`config.mk`:
```
export PLATFORM = sky130hd
export DESIGN_NAME = alu_flat
export DESIGN_NICKNAME = d
export VERILOG_FILES = /design/src/rtl/alu_if.sv /design/src/rtl/alu.sv /design/src/flat_wrapper.sv
export SDC_FILE = /design/constraint.sdc
export NUM_CORES = 1
export LEC_CHECK = 0
export ABC_AREA = 1
export BUFFER_PORTS_ARGS = -buffer_cell sky130_fd_sc_hd__buf_2
export CELL_PAD_IN_SITES_DETAIL_PLACEMENT = 1
export CELL_PAD_IN_SITES_GLOBAL_PLACEMENT = 2
export CORE_ASPECT_RATIO = 0.75
export CORE_MARGIN = 2
export CORE_UTILIZATION = 32
export DETAILED_ROUTE_END_ITERATION = 8
export MAX_ROUTING_LAYER = met4
export PLACE_DENSITY = 0.88
export SYNTH_ARGS = -nofsm -noshare
export SYNTH_HDL_FRONTEND = slang
export SYNTH_SLANG_ARGS = --single-unit
```
`constraint.sdc`:
```
create_clock -name clk -period 9.6 [get_ports clk]
set_input_delay 1.92 -clock clk [delete_from_list [all_inputs] [get_ports clk]]
set_output_delay 1.92 -clock clk [all_outputs]
set_load 0.01 [all_outputs]
```
`src/rtl/alu_if.sv`:
```
// Operand/result bundle between the execute-stage ALU and its surrounding datapath.
// The master drives operands and opcode; the slave (the ALU) returns registered results.
interface alu_if;
    logic [31:0] operand_a;
    logic [31:0] operand_b;
    logic [3:0]  alu_control;
    logic [31:0] result;
    logic [3:0]  nzcv;
    logic        result_writeback;
    logic        nzcv_writeback;

    modport master (
        output operand_a, operand_b, alu_control,
        input  result, nzcv, result_writeback, nzcv_writeback
    );

    modport slave (
        input  operand_a, operand_b, alu_control,
        output result, nzcv, result_writeback, nzcv_writeback
    );
endinterface

```
`src/rtl/alu.sv`:
```
// ARM7TDMI-style data-processing ALU: combinational datapath, registered result,
// NZCV flag register that also supplies the carry-in for ADC/SBC/RSC chaining.
module alu (
    input  logic clk,
    input  logic reset,
    alu_if.slave bus
);
    typedef enum logic [3:0] {
        OP_AND = 4'h0, OP_EOR = 4'h1, OP_SUB = 4'h2, OP_RSB = 4'h3,
        OP_ADD = 4'h4, OP_ADC = 4'h5, OP_SBC = 4'h6, OP_RSC = 4'h7,
        OP_TST = 4'h8, OP_TEQ = 4'h9, OP_CMP = 4'hA, OP_CMN = 4'hB,
        OP_ORR = 4'hC, OP_MOV = 4'hD, OP_BIC = 4'hE, OP_MVN = 4'hF
    } op_e;

    op_e         op;
    logic [31:0] a;
    logic [31:0] b;

    logic [31:0] add_x;
    logic [31:0] add_y;
    logic        add_cin;
    logic        is_arith;
    logic [32:0] sum;
    logic [31:0] logic_res;

    logic [31:0] result_d, result_q;
    logic [3:0]  nzcv_d, nzcv_q;
    logic        result_wb_d, result_wb_q;
    logic        nzcv_wb_d, nzcv_wb_q;

    assign op = op_e'(bus.alu_control);
    assign a  = bus.operand_a;
    assign b  = bus.operand_b;

    // Every arithmetic opcode is folded onto one 33-bit adder: x + y + cin,
    // with subtraction expressed as x + ~y + cin.
    always_comb begin
        // NOTE: every signal written here gets a default first, so no path can infer a latch.
        add_x     = a;
        add_y     = b;
        add_cin   = 1'b0;
        is_arith  = 1'b0;
        logic_res = '0;
        case (op)
            OP_SUB, OP_CMP: begin
                add_y    = ~b;
                add_cin  = 1'b1;
                is_arith = 1'b1;
            end
            OP_RSB: begin
                add_x    = b;
                add_y    = ~a;
                add_cin  = 1'b1;
                is_arith = 1'b1;
            end
            OP_ADD, OP_CMN: begin
                is_arith = 1'b1;
            end
            OP_ADC: begin
                add_cin  = nzcv_q[1];
                is_arith = 1'b1;
            end
            OP_SBC: begin
                add_y    = ~b;
                add_cin  = nzcv_q[1];
                is_arith = 1'b1;
            end
            OP_RSC: begin
                add_x    = b;
                add_y    = ~a;
                add_cin  = nzcv_q[1];
                is_arith = 1'b1;
            end
            OP_AND, OP_TST: logic_res = a & b;
            OP_EOR, OP_TEQ: logic_res = a ^ b;
            OP_ORR:         logic_res = a | b;
            OP_MOV:         logic_res = b;
            OP_BIC:         logic_res = a & ~b;
            OP_MVN:         logic_res = ~b;
        endcase
    end

    assign sum = {1'b0, add_x} + {1'b0, add_y} + {32'd0, add_cin};

    always_comb begin
        result_d    = is_arith ? sum[31:0] : logic_res;
        nzcv_d[3]   = result_d[31];
        nzcv_d[2]   = (result_d == 32'd0);
        // Logical opcodes have no shifter carry input here, so C and V simply persist.
        nzcv_d[1]   = is_arith ? sum[32] : nzcv_q[1];
        nzcv_d[0]   = is_arith ? ((add_x[31] == add_y[31]) && (sum[31] != add_x[31]))
                               : nzcv_q[0];
        result_wb_d = !(op inside {OP_TST, OP_TEQ, OP_CMP, OP_CMN});
        nzcv_wb_d   = 1'b1;
    end

    always_ff @(posedge clk) begin
        // NOTE: state registers use non-blocking assignments so all of them update from pre-edge values.
        if (reset) begin
            result_q    <= '0;
            nzcv_q      <= '0;
            result_wb_q <= 1'b0;
            nzcv_wb_q   <= 1'b0;
        end else begin
            result_q    <= result_d;
            nzcv_q      <= nzcv_d;
            result_wb_q <= result_wb_d;
            nzcv_wb_q   <= nzcv_wb_d;
        end
    end

    assign bus.result           = result_q;
    assign bus.nzcv             = nzcv_q;
    assign bus.result_writeback = result_wb_q;
    assign bus.nzcv_writeback   = nzcv_wb_q;
endmodule

```
`src/flat_wrapper.sv`:
```
// flat-port wrapper written by rule: the top's interface ports become plain ports
module alu_flat 
  (clk, reset, bus_operand_a, bus_operand_b, bus_alu_control, bus_result, bus_nzcv, bus_result_writeback, bus_nzcv_writeback);
  alu_if bus_i ();
  input  logic clk;
  input  logic reset;
  input wire logic [$bits(bus_i.operand_a)-1:0] bus_operand_a;
  input wire logic [$bits(bus_i.operand_b)-1:0] bus_operand_b;
  input wire logic [$bits(bus_i.alu_control)-1:0] bus_alu_control;
  output wire logic [$bits(bus_i.result)-1:0] bus_result;
  output wire logic [$bits(bus_i.nzcv)-1:0] bus_nzcv;
  output wire logic [$bits(bus_i.result_writeback)-1:0] bus_result_writeback;
  output wire logic [$bits(bus_i.nzcv_writeback)-1:0] bus_nzcv_writeback;
  assign bus_i.operand_a = bus_operand_a;
  assign bus_i.operand_b = bus_operand_b;
  assign bus_i.alu_control = bus_alu_control;
  assign bus_result = bus_i.result;
  assign bus_nzcv = bus_i.nzcv;
  assign bus_result_writeback = bus_i.result_writeback;
  assign bus_nzcv_writeback = bus_i.nzcv_writeback;
  alu u_core (.clk(clk), .reset(reset), .bus(bus_i));
endmodule
```
==> flow_summary.yaml <==
synthesis:
  synth-seq-cells: 37
  synth_cell_types: 41
  synth_cells: 1261
  synth_area_leaders: "nand2_1 23%, ha_1 11%, inv_1 11%, dfxtp_1 11%, nand3_1 6.0%"
  syn_nets: 1396
  post-synth-top-area-fraction_pct: 23.0
  avgSynthCellArea_um2: 5.48
  syn_area_um2: 6910
  synth.yosys.seq_area_share_pct: 10.7
  synth_top_cell_by_area: "nand2_1"
  synth-warning-count: 0
sta:
  skew_ps: 2.98
  final.min_clock_period_ps: 6700
  timing.final.ws_setup_ps: 2900
  final_max_slew_viol_count: 0
  period_share_pct: 69.8
  setup_viol: 0
  rsz0062_at_grt: "false"
  tns_ps: 0
  max_slew_margin_pct: 30.0
  fmax_mhz: 149
  worst_slew_pin_slew_ps: 1050
  hold_violations: 0
pwr:
  p_seq_share_pct: 19.5
  totalPowerFinal_uw: 921
  p_leak_uw: 0.00434
  vdd_drop_max_uv: 61.7
  net-switching-power_uw: 452
  swShare_pct: 49.0
  power.density_nw_per_um2: 118
  p_comb_share_pct: 57.4
  clkPwrFrac_pct: 23.1
  p_int_uw: 469
setup_path:
  timing.rr.end: "u_core.bus.nzcv[2]$_SDFF_PP0_"
  worstPathRequired_ps: 9850
  crit_path_max_incr_delay_ps: 510
  r2r_setup_slack_ps: 6140
  reg2reg_depth: 18
  end_kind: "register"
  cp_max_fo: 65
  r2r-start: "u_core.bus.nzcv[1]$_SDFFE_PP0N_"
  startpoint_type: "primary input"
  criticalPathCategory: "in -> reg"
  slowest_stage: "buf_4"
  worstPathArrival_ps: 6950
  cpMostUsedCell: "nand2_1"
finish:
  drive_above_1_share_pct: 13.7
  antenna_cells: 0
  final_common_cell: "nand2_1"
  fillers: 3008
  nets: 1469
  final_cell_mix: "423 x nand2_1, 206 x inv_1, 107 x buf_2"
  synthToLayoutAreaGrowth_pct: 12.6
detailed_routing:
  via_count: 8699
  wl_per_cell_um: 18.7
  wl_um: 30300
  ant_nets: 0
  viasPerCell: 5.36
  drt_first_pass_iters: 5
  drt_iter0_markers: 793
  drc: 0
placed_design:
  dp_hpwl_um: 23600
  portBuffers: 107
  place_ws_ps: 2760
  place.gp.congestion: 0.945
run_status:
  outcome: "completed"
clocking:
  cts.sinks: 37
  numCtsBuffers: 5
  clockBufferDepth: 2
  clockRootBuffer: "clkbuf_16"
  clock_latency_ps: 300
  path_clk_slew_ps: 70
  cts_hold_buf: 0
  postCtsResizedCells: 0
  postCtsSetupBuffers: 0
  cts_tree: "yes"
  h-tree-depth: 2
min_path:
  holdCritPathClass: "reg -> reg"
  hold_path_depth: 2
  hold_start: "u_core.bus.nzcv[0]$_SDFFE_PP0N_"
  hold_end: "u_core.bus.nzcv[0]$_SDFFE_PP0N_"
floorplan:
  pin_count: 108
  dieArea_um2: 22800
  die_h_um: 131
  dieWidth_um: 174
  fp.coreArea_um2: 21200
  initial_utilization_pct: 32.6
  row_count: 46
global_route:
  grt_pass1_vias: 8249
  grt.overflow.total: 0
  antenna_found_initial: 0
  grt_pass1_wl_um: 47500
  grt_max_degree: 66
  gr-usage-all-layers_pct: 27.2
run:
  max_cap_viol_count: 0
critical path, delay by kind of cell:
family	cells	cell delay, ps
AO/OA/AOI/OAI	2	280
buffers and inverters	5	1800
AND/OR/NAND/NOR	16	2200
adder cells (fa/ha/maj)	2	690
kinds of logic (layout without fill, tap and decap cells):
logic type,after synthesis,count (layout),share of synthesized area [%]
buffers and inverters,259,333,15.1
flip-flops,37,37,10.7
AO/OA/AOI/OAI,212,212,19.0
AND/OR/NAND/NOR,676,676,41.0
XOR/XNOR,12,12,2.17
adder cells (fa/ha/maj),65,65,12.0
layout make-up:
type                            count  area [um^2]  share of cell area [%]
Clock buffer                        5          125                    1.61
Clock inverter                      3         46.3                   0.595
Inverter                          213          800                    10.3
Multi-Input combinational cell    965         5130                    66.0
Sequential cell                    37          741                    9.53
Tap cell                          288          360                    4.63
Timing Repair Buffer              112          573                    7.37
stage by stage:
stage | hold WS, ps | area, um^2 | cells | util, %
after floorplan | 556 | 6910 | 1261 | -
after global placement | 537 | 7600 | 1615 | 35.9
after detailed placement | 567 | 7600 | 1615 | 35.9
after CTS | 584 | 7770 | 1623 | 36.7
after global routing | 633 | 7770 | 1623 | 36.7
final | 582 | 7770 | 1623 | 36.7
state kept, by name (all words and copies together) (netlist names):
| name | flops |
|---|---|
| u_core.bus.result | 31 |
| u_core.bus.result_writeback | 1 |
| u_core.bus.nzcv | 4 |
| u_core.bus.nzcv_writeback | 1 |
worst max path at each step:
stage	depth (start not counted)	slack (ps)	end	startpoint
floorplan	26	4720	u_core.bus.nzcv[2]$_SDFF_PP0_	bus_alu_control[0]
global placement	25	2750	u_core.bus.nzcv[2]$_SDFF_PP0_	bus_alu_control[0]
detailed placement	25	2760	u_core.bus.nzcv[2]$_SDFF_PP0_	bus_alu_control[0]
CTS	25	3030	u_core.bus.nzcv[2]$_SDFF_PP0_	bus_alu_control[0]
global route	25	2530	u_core.bus.nzcv[2]$_SDFF_PP0_	bus_alu_control[0]
finish	25	2900	u_core.bus.nzcv[2]$_SDFF_PP0_	bus_alu_control[0]
synthesized netlist by cell type, drive strengths merged:
library cell	number
fa	2
nand3	83
nor2	114
or2	2
o41ai	1
a221oi	1
inv	213
xor2	12
nand3b	13
a31o	31
a22oi	1
buf	24
nand2	430
nand4	20
a21oi	54
o22ai	32
and2	1
a31oi	7
o21ai	61
o2111ai	10
a211oi	5
ha	63
a311oi	1
o21bai	1
clkbuf	22
dfxtp	37
nor3	13
o211ai	7
power groups by stage:
stage / Sequential, uW / Combinational, uW / Clock, uW
finish: 179 / 529 / 212
CTS: 180 / 520 / 214
floorplan: 193 / 331 / 0
global route: 181 / 590 / 223
global placement: 183 / 506 / 0
detailed placement: 183 / 516 / 0
routing by layer:
metal  vias to the layer above  track usage, %  part of all wire [%]
met5                         -               -                     0
met4                         0            4.01                  0.75
met3                        18            4.89                   7.9
met2                       280            38.6                    41
met1                      4181            40.4                    51
li1                       4220               -                     -
Power figures use the tool's default switching activity.
